--- src/rtl/div_pkg.sv ---
// div_pkg: shared width constant and divider state encoding
package div_pkg;
    localparam int WIDTH = 32;
    typedef enum logic [1:0] {IDLE, RUN, FIX, DONE} state_t;
endpackage

--- src/rtl/div_step.sv ---
// div_step: one non-restoring iteration on a sign-extended partial remainder
module div_step import div_pkg::*; #(
    parameter int W = WIDTH
) (
    input  logic [W:0]   a,
    input  logic         bit_in,
    input  logic [W-1:0] d,
    output logic [W:0]   new_a,
    output logic         q
);
    logic [W:0] a_sh;
    assign a_sh  = {a[W-1:0], bit_in};
    assign new_a = a[W] ? a_sh + {1'b0, d} : a_sh - {1'b0, d};
    assign q     = ~new_a[W];
endmodule

--- src/rtl/div_seq_unit.sv ---
// div_seq_unit: 32-step sequential signed/unsigned divider with fix-up and divide-by-zero bypass
module div_seq_unit import div_pkg::*; #(
    parameter int WIDTH = div_pkg::WIDTH
) (
    input  logic             iClk,
    input  logic             iRst,
    input  logic             iStart,
    input  logic             iSigned,
    input  logic [WIDTH-1:0] iDividend,
    input  logic [WIDTH-1:0] iDivisor,
    output logic             oBusy,
    output logic             oDone,
    output logic [WIDTH-1:0] oQ,
    output logic [WIDTH-1:0] oR,
    output logic             oDivZero
);
    localparam int CW = $clog2(WIDTH);

    state_t           state;
    logic [CW-1:0]    cnt;
    // one extra bit keeps the partial remainder exact for unsigned divisors >= 2^(WIDTH-1)
    logic [WIDTH:0]   a;
    logic [WIDTH:0]   new_a;
    logic [WIDTH-1:0] q_sr;
    logic [WIDTH-1:0] d;
    logic             q_neg;
    logic             r_neg;
    logic             q_bit;
    logic [WIDTH:0]   r_fix;
    logic [WIDTH-1:0] q_out;
    logic [WIDTH-1:0] r_out;

    function automatic logic [WIDTH-1:0] mag(input logic [WIDTH-1:0] x, input logic s);
        return (s && x[WIDTH-1]) ? -x : x;
    endfunction

    div_step #(.W(WIDTH)) u_step (
        .a(a),
        .bit_in(q_sr[WIDTH-1]),
        .d(d),
        .new_a(new_a),
        .q(q_bit)
    );

    always_comb begin
        r_fix = a[WIDTH] ? a + {1'b0, d} : a;
        q_out = q_neg ? -q_sr : q_sr;
        r_out = r_neg ? -r_fix[WIDTH-1:0] : r_fix[WIDTH-1:0];
    end

    assign oBusy = state != IDLE;
    assign oDone = state == DONE;

    always_ff @(posedge iClk or posedge iRst) begin
        if (iRst) begin
            state    <= IDLE;
            cnt      <= '0;
            a        <= '0;
            q_sr     <= '0;
            d        <= '0;
            q_neg    <= 1'b0;
            r_neg    <= 1'b0;
            oQ       <= '0;
            oR       <= '0;
            oDivZero <= 1'b0;
        end else begin
            case (state)
                IDLE: if (iStart) begin
                    if (iDivisor == '0) begin
                        state    <= DONE;
                        oQ       <= '1;
                        oR       <= iDividend;
                        oDivZero <= 1'b1;
                    end else begin
                        state <= RUN;
                        cnt   <= '0;
                        a     <= '0;
                        q_sr  <= mag(iDividend, iSigned);
                        d     <= mag(iDivisor, iSigned);
                        q_neg <= iSigned & (iDividend[WIDTH-1] ^ iDivisor[WIDTH-1]);
                        r_neg <= iSigned & iDividend[WIDTH-1];
                    end
                end
                RUN: begin
                    a     <= new_a;
                    q_sr  <= {q_sr[WIDTH-2:0], q_bit};
                    cnt   <= cnt + 1'b1;
                    state <= (cnt == CW'(WIDTH-1)) ? FIX : RUN;
                end
                FIX: begin
                    oQ       <= q_out;
                    oR       <= r_out;
                    oDivZero <= 1'b0;
                    state    <= DONE;
                end
                default: state <= IDLE;
            endcase
        end
    end
endmodule
--- config.mk ---
export PLATFORM = sky130hd
export DESIGN_NAME = div_seq_unit
export DESIGN_NICKNAME = d
export VERILOG_FILES = /design/src/rtl/div_pkg.sv /design/src/rtl/div_step.sv /design/src/rtl/div_seq_unit.sv
export SDC_FILE = /design/constraint.sdc
export NUM_CORES = 1
export LEC_CHECK = 0
export BUFFER_PORTS_ARGS = -buffer_cell sky130_fd_sc_hd__buf_2
export CAP_MARGIN = 10
export CELL_PAD_IN_SITES_DETAIL_PLACEMENT = 1
export CELL_PAD_IN_SITES_GLOBAL_PLACEMENT = 2
export CORE_AREA = 2 2 210 212
export DETAILED_ROUTE_END_ITERATION = 8
export DIE_AREA = 0 0 212 214
export PLACE_DENSITY_LB_ADDON = 0.1
export SLEW_MARGIN = 20
export SYNTH_ARGS = -nofsm -noshare
export SYNTH_HDL_FRONTEND = slang
export SYNTH_SLANG_ARGS = --single-unit
--- constraint.sdc ---
create_clock -name iClk -period 6.05 [get_ports iClk]
set_clock_uncertainty 0.05 [all_clocks]
set_input_delay 1.21 -clock iClk [delete_from_list [all_inputs] [get_ports iClk]]
set_output_delay 1.21 -clock iClk [all_outputs]
set_load 0.03 [all_outputs]
==> flow_summary.json <==
{
  "path_common_cell": "a21o_1",
  "numClockSinks": 171,
  "route.detailed.drc": 0,
  "setup.worst_path.class": "reg2reg",
  "p_leak_uw": 0.006661,
  "rsz0062_at_grt": "no",
  "reg2reg_from": "d[2]",
  "tightest_slew_ns": 1.036,
  "syn_area_um2": 14060,
  "drt_iter0_drc": 654,
  "coreArea_um2": 42890,
  "io_pins": 135,
  "path_clk_slew_ns": 0.07,
  "required_ns": 6.36,
  "slew-limit-headroom_pct": 30.65,
  "grt.overflow.total": 0,
  "pwr-share-clk_pct": 9.9,
  "ant_nets": 0,
  "die_area_um2": 45370,
  "pwr-share-seq_pct": 20.8,
  "pwr_density_cell_nw_per_um2": 719.4,
  "cts_buffers": 17,
  "crit_fanout": 6,
  "cts_hold_buf": 0,
  "synth_nets": 1858,
  "seqCellArea_um2": 4280,
  "drv_cap": 0,
  "cp_slowest_cell": "dfrtp_1",
  "cts_resized": 0,
  "hold_violations": 0,
  "cp_cell_sequence": "nor3_1, nand2_1, nor3_1, and2_1, nor2b_1, nand2b_1, nor4_1, buf_4, a21oi_1, xor2_1, ha_1, a21o_1, a21o_1, a21o_1, a21o_1, a21o_1, nor3_1, o21ai_0, nand4_1, a21oi_1, xnor2_1, a22o_1",
  "synth_mux_area_share_pct": 1.628,
  "grt_pass1_wl_mm": 78.65,
  "max_freq_mhz": 212.6,
  "hold_depth": 2,
  "synth-xor-area-share_pct": 12.21,
  "start_util_pct": 32.79,
  "comb_power_share_pct": 69.3,
  "dr.pass1.iters": 4,
  "syn_inst": 1718,
  "min-delay-start": "oR[4]",
  "max_stage_delay_ns": 0.47,
  "clockBufferDepth": 2,
  "ctsRootBufferMaster": "clkbuf_16",
  "via_per_inst": 5.422,
  "synth_compound_area_share_pct": 26.29,
  "wl_mm": 49.58,
  "antenna_found_initial": 0,
  "synth_top_family_by_area": "compound AO/OA/AOI/OAI gates",
  "synthAdderAreaFrac_pct": 6.513,
  "grt_max_degree": 103,
  "avgSynthCellArea_um2": 8.185,
  "endpoint_kind": "flip-flop",
  "die_y_um": 214,
  "routedWlPerCell_um": 20.68,
  "htree_levels": 4,
  "layoutNonFillerInstCount": 2398,
  "synth-simple-area-share_pct": 19.13,
  "insertion_delay_ns": 0.48,
  "drive_gt1_share_pct": 13.95,
  "cts_setup_buffers": 0,
  "crit_arrival_ns": 5.01,
  "sw_frac_of_total_pct": 52.66,
  "ys.flop_type": "dfrtp_1",
  "rrSetupSlack_ns": 1.35,
  "grt_pass1_vias": 13410,
  "dp_hpwl_mm": 38.66,
  "ir_drop_v": 0.0002031,
  "holdWs_ns": 0.4272,
  "globalplace.congestion": 0.8341,
  "r2r_cells": 22,
  "timing.final.crit_period_ns": 4.704,
  "ys_ff_latch": 171,
  "multi_input_area_um2": 9275,
  "synth_cell_types": 92,
  "hold_path_end": "oR[4]",
  "setup.worst_path.start_class": "flip-flop",
  "intPower_uw": 5392,
  "nNetsFinal": 1941,
  "grt_use_total_pct": 22.30,
  "r2r_end": "a[32]",
  "cts_tree": "built",
  "ys_seq_area_share_pct": 30.43,
  "num_rows": 76,
  "setup_tns_ns": 0,
  "status": "finished, final reports clean",
  "timing.final.crit_share_pct": 77.76,
  "placed_cells": 2367,
  "place.port_buffers": 134,
  "slew_viol_final": 0,
  "vias": 13000,
  "die_w_um": 212,
  "antenna_cells_inserted": 0,
  "holdCritPathClass": "reg2reg",
  "switchingPower_uw": 5998,
  "setup_violations": 0,
  "area_growth_pct": 12.59,
  "synthArstFlopShare_pct": 100.0,
  "synth_edf_count": 0,
  "fillCellCount": 5191,
  "synth-warning-count": 0
}
state kept, by name (all words and copies together), names as in the netlist:
signal and flops:
a 33, d 32, oQ 32, oR 32, q_sr 32, cnt 5, state 2, oDivZero 1
q_neg 1, r_neg 1
synth_stat cells, types with 25 or more instances:
library cell / number / area share, %
nor2_1: 140 / 3.7
a21oi_1: 152 / 5.4
o22ai_1: 27 / 1.2
o21ai_1: 37 / 1.3
inv_1: 35 / 0.93
nand2_1: 200 / 5.3
o21ai_0: 151 / 5.4
ha_1: 70 / 6.2
clkbuf_1: 58 / 1.5
xnor2_1: 83 / 5.2
xor2_1: 113 / 7.0
nor3_1: 30 / 1.1
a21o_1: 26 / 1.4
dfrtp_1: 171 / 30
o31ai_1: 25 / 1.3
critical path: cells and delay by family (launching register included):
kind | cells | cell delay [ns]
xor+xnor | 2 | 0.35
flops | 1 | 0.47
simple gates | 9 | 1.69
compound gates | 9 | 1.51
buf+inv | 1 | 0.18
fa+ha+maj | 1 | 0.34
layer usage:
| layer | part of all wire [%] | track usage [%] | wire length (um) |
|---|---|---|---|
| met5 | 0 | 0 | 0 |
| met4 | 1.6 | 5.587 | 804 |
| met3 | 2.6 | 2.859 | 1291 |
| met2 | 48 | 38.15 | 23880 |
| met1 | 48 | 29.58 | 23600 |
cell usage in the layout (no fill, tap or decap), types with 15 or more instances in the layout:
cell       Yosys  routed
a31oi_1       18      18
inv_1         35      34
dfrtp_1      171     170
nor3_1        30      30
or3_1         17      17
a21oi_1      152     152
buf_2         17     134
and3_1        16      16
xor2_1       113     113
o21ai_1       37      37
clkbuf_16      0      17
nor2b_1       21      18
a22oi_2       20      20
buf_4          1      18
nand2_1      200     200
nand3_1       22      22
o21ai_0      151     151
o31ai_1       25      25
ha_1          70      70
a21o_1        26      26
a22oi_1       23      23
xnor2_1       83      83
mux2i_1       15      15
nor2_1       140     140
nand2b_1      19      17
o22ai_1       27      27
power groups by stage:
stage | Sequential [uW] | Clock, uW | Combinational, uW
floorplan | 2210 | 0 | 5910
global placement | 2380 | 0 | 7730
detailed placement | 2400 | 0 | 7880
CTS | 2370 | 1160 | 7930
global route | 2460 | 1210 | 8850
finish | 2360 | 1130 | 7900
cells by family (layout without fill, tap and decap cells):
kind of cell / count (synthesis) / after routing
flip-flops: 171 / 171
multiplexers: 22 / 22
adder cells (fa/ha/maj): 72 / 72
AO/OA/AOI/OAI: 580 / 580
buffers and inverters: 125 / 220
XOR/XNOR: 196 / 196
AND/OR/NAND/NOR: 552 / 552
area by class of cell:
type	count	share of cell area (%)
inverter	36	0.8851
timing repair buffer	153	5.216
clock inverter	12	0.7982
clock buffer	19	2.861
sequential	171	27.03
multi-input combinational	1422	58.58
tap	585	4.623
metrics by stage:
stage | worst slack [ns] | total power (uW) | utilization (%) | area (um^2)
CTS | 1.280 | 11460 | 36.92 | 15830
floorplan | 0.1582 | 8119 | - | 14060
global placement | 1.011 | 10110 | 35.55 | 15250
global route | 0.8898 | 12510 | 36.92 | 15830
finish | 1.346 | 11390 | 36.92 | 15830
detailed placement | 0.9072 | 10280 | 35.57 | 15250
how the worst max path moves through the flow:
stage / to / depth (start not counted) / slack (ns) / startpoint
finish: a[32] / 22 / 1.35 / d[2]
floorplan: a[0] / 1 / 0.16 / iRst
detailed placement: oR[29] / 12 / 0.91 / iDivisor[3]
CTS: a[32] / 22 / 1.28 / d[2]
global placement: oR[12] / 12 / 1.01 / iDivisor[3]
global route: q_sr[0] / 22 / 0.89 / d[2]
Note: power is estimated with default switching activity, not from simulation.
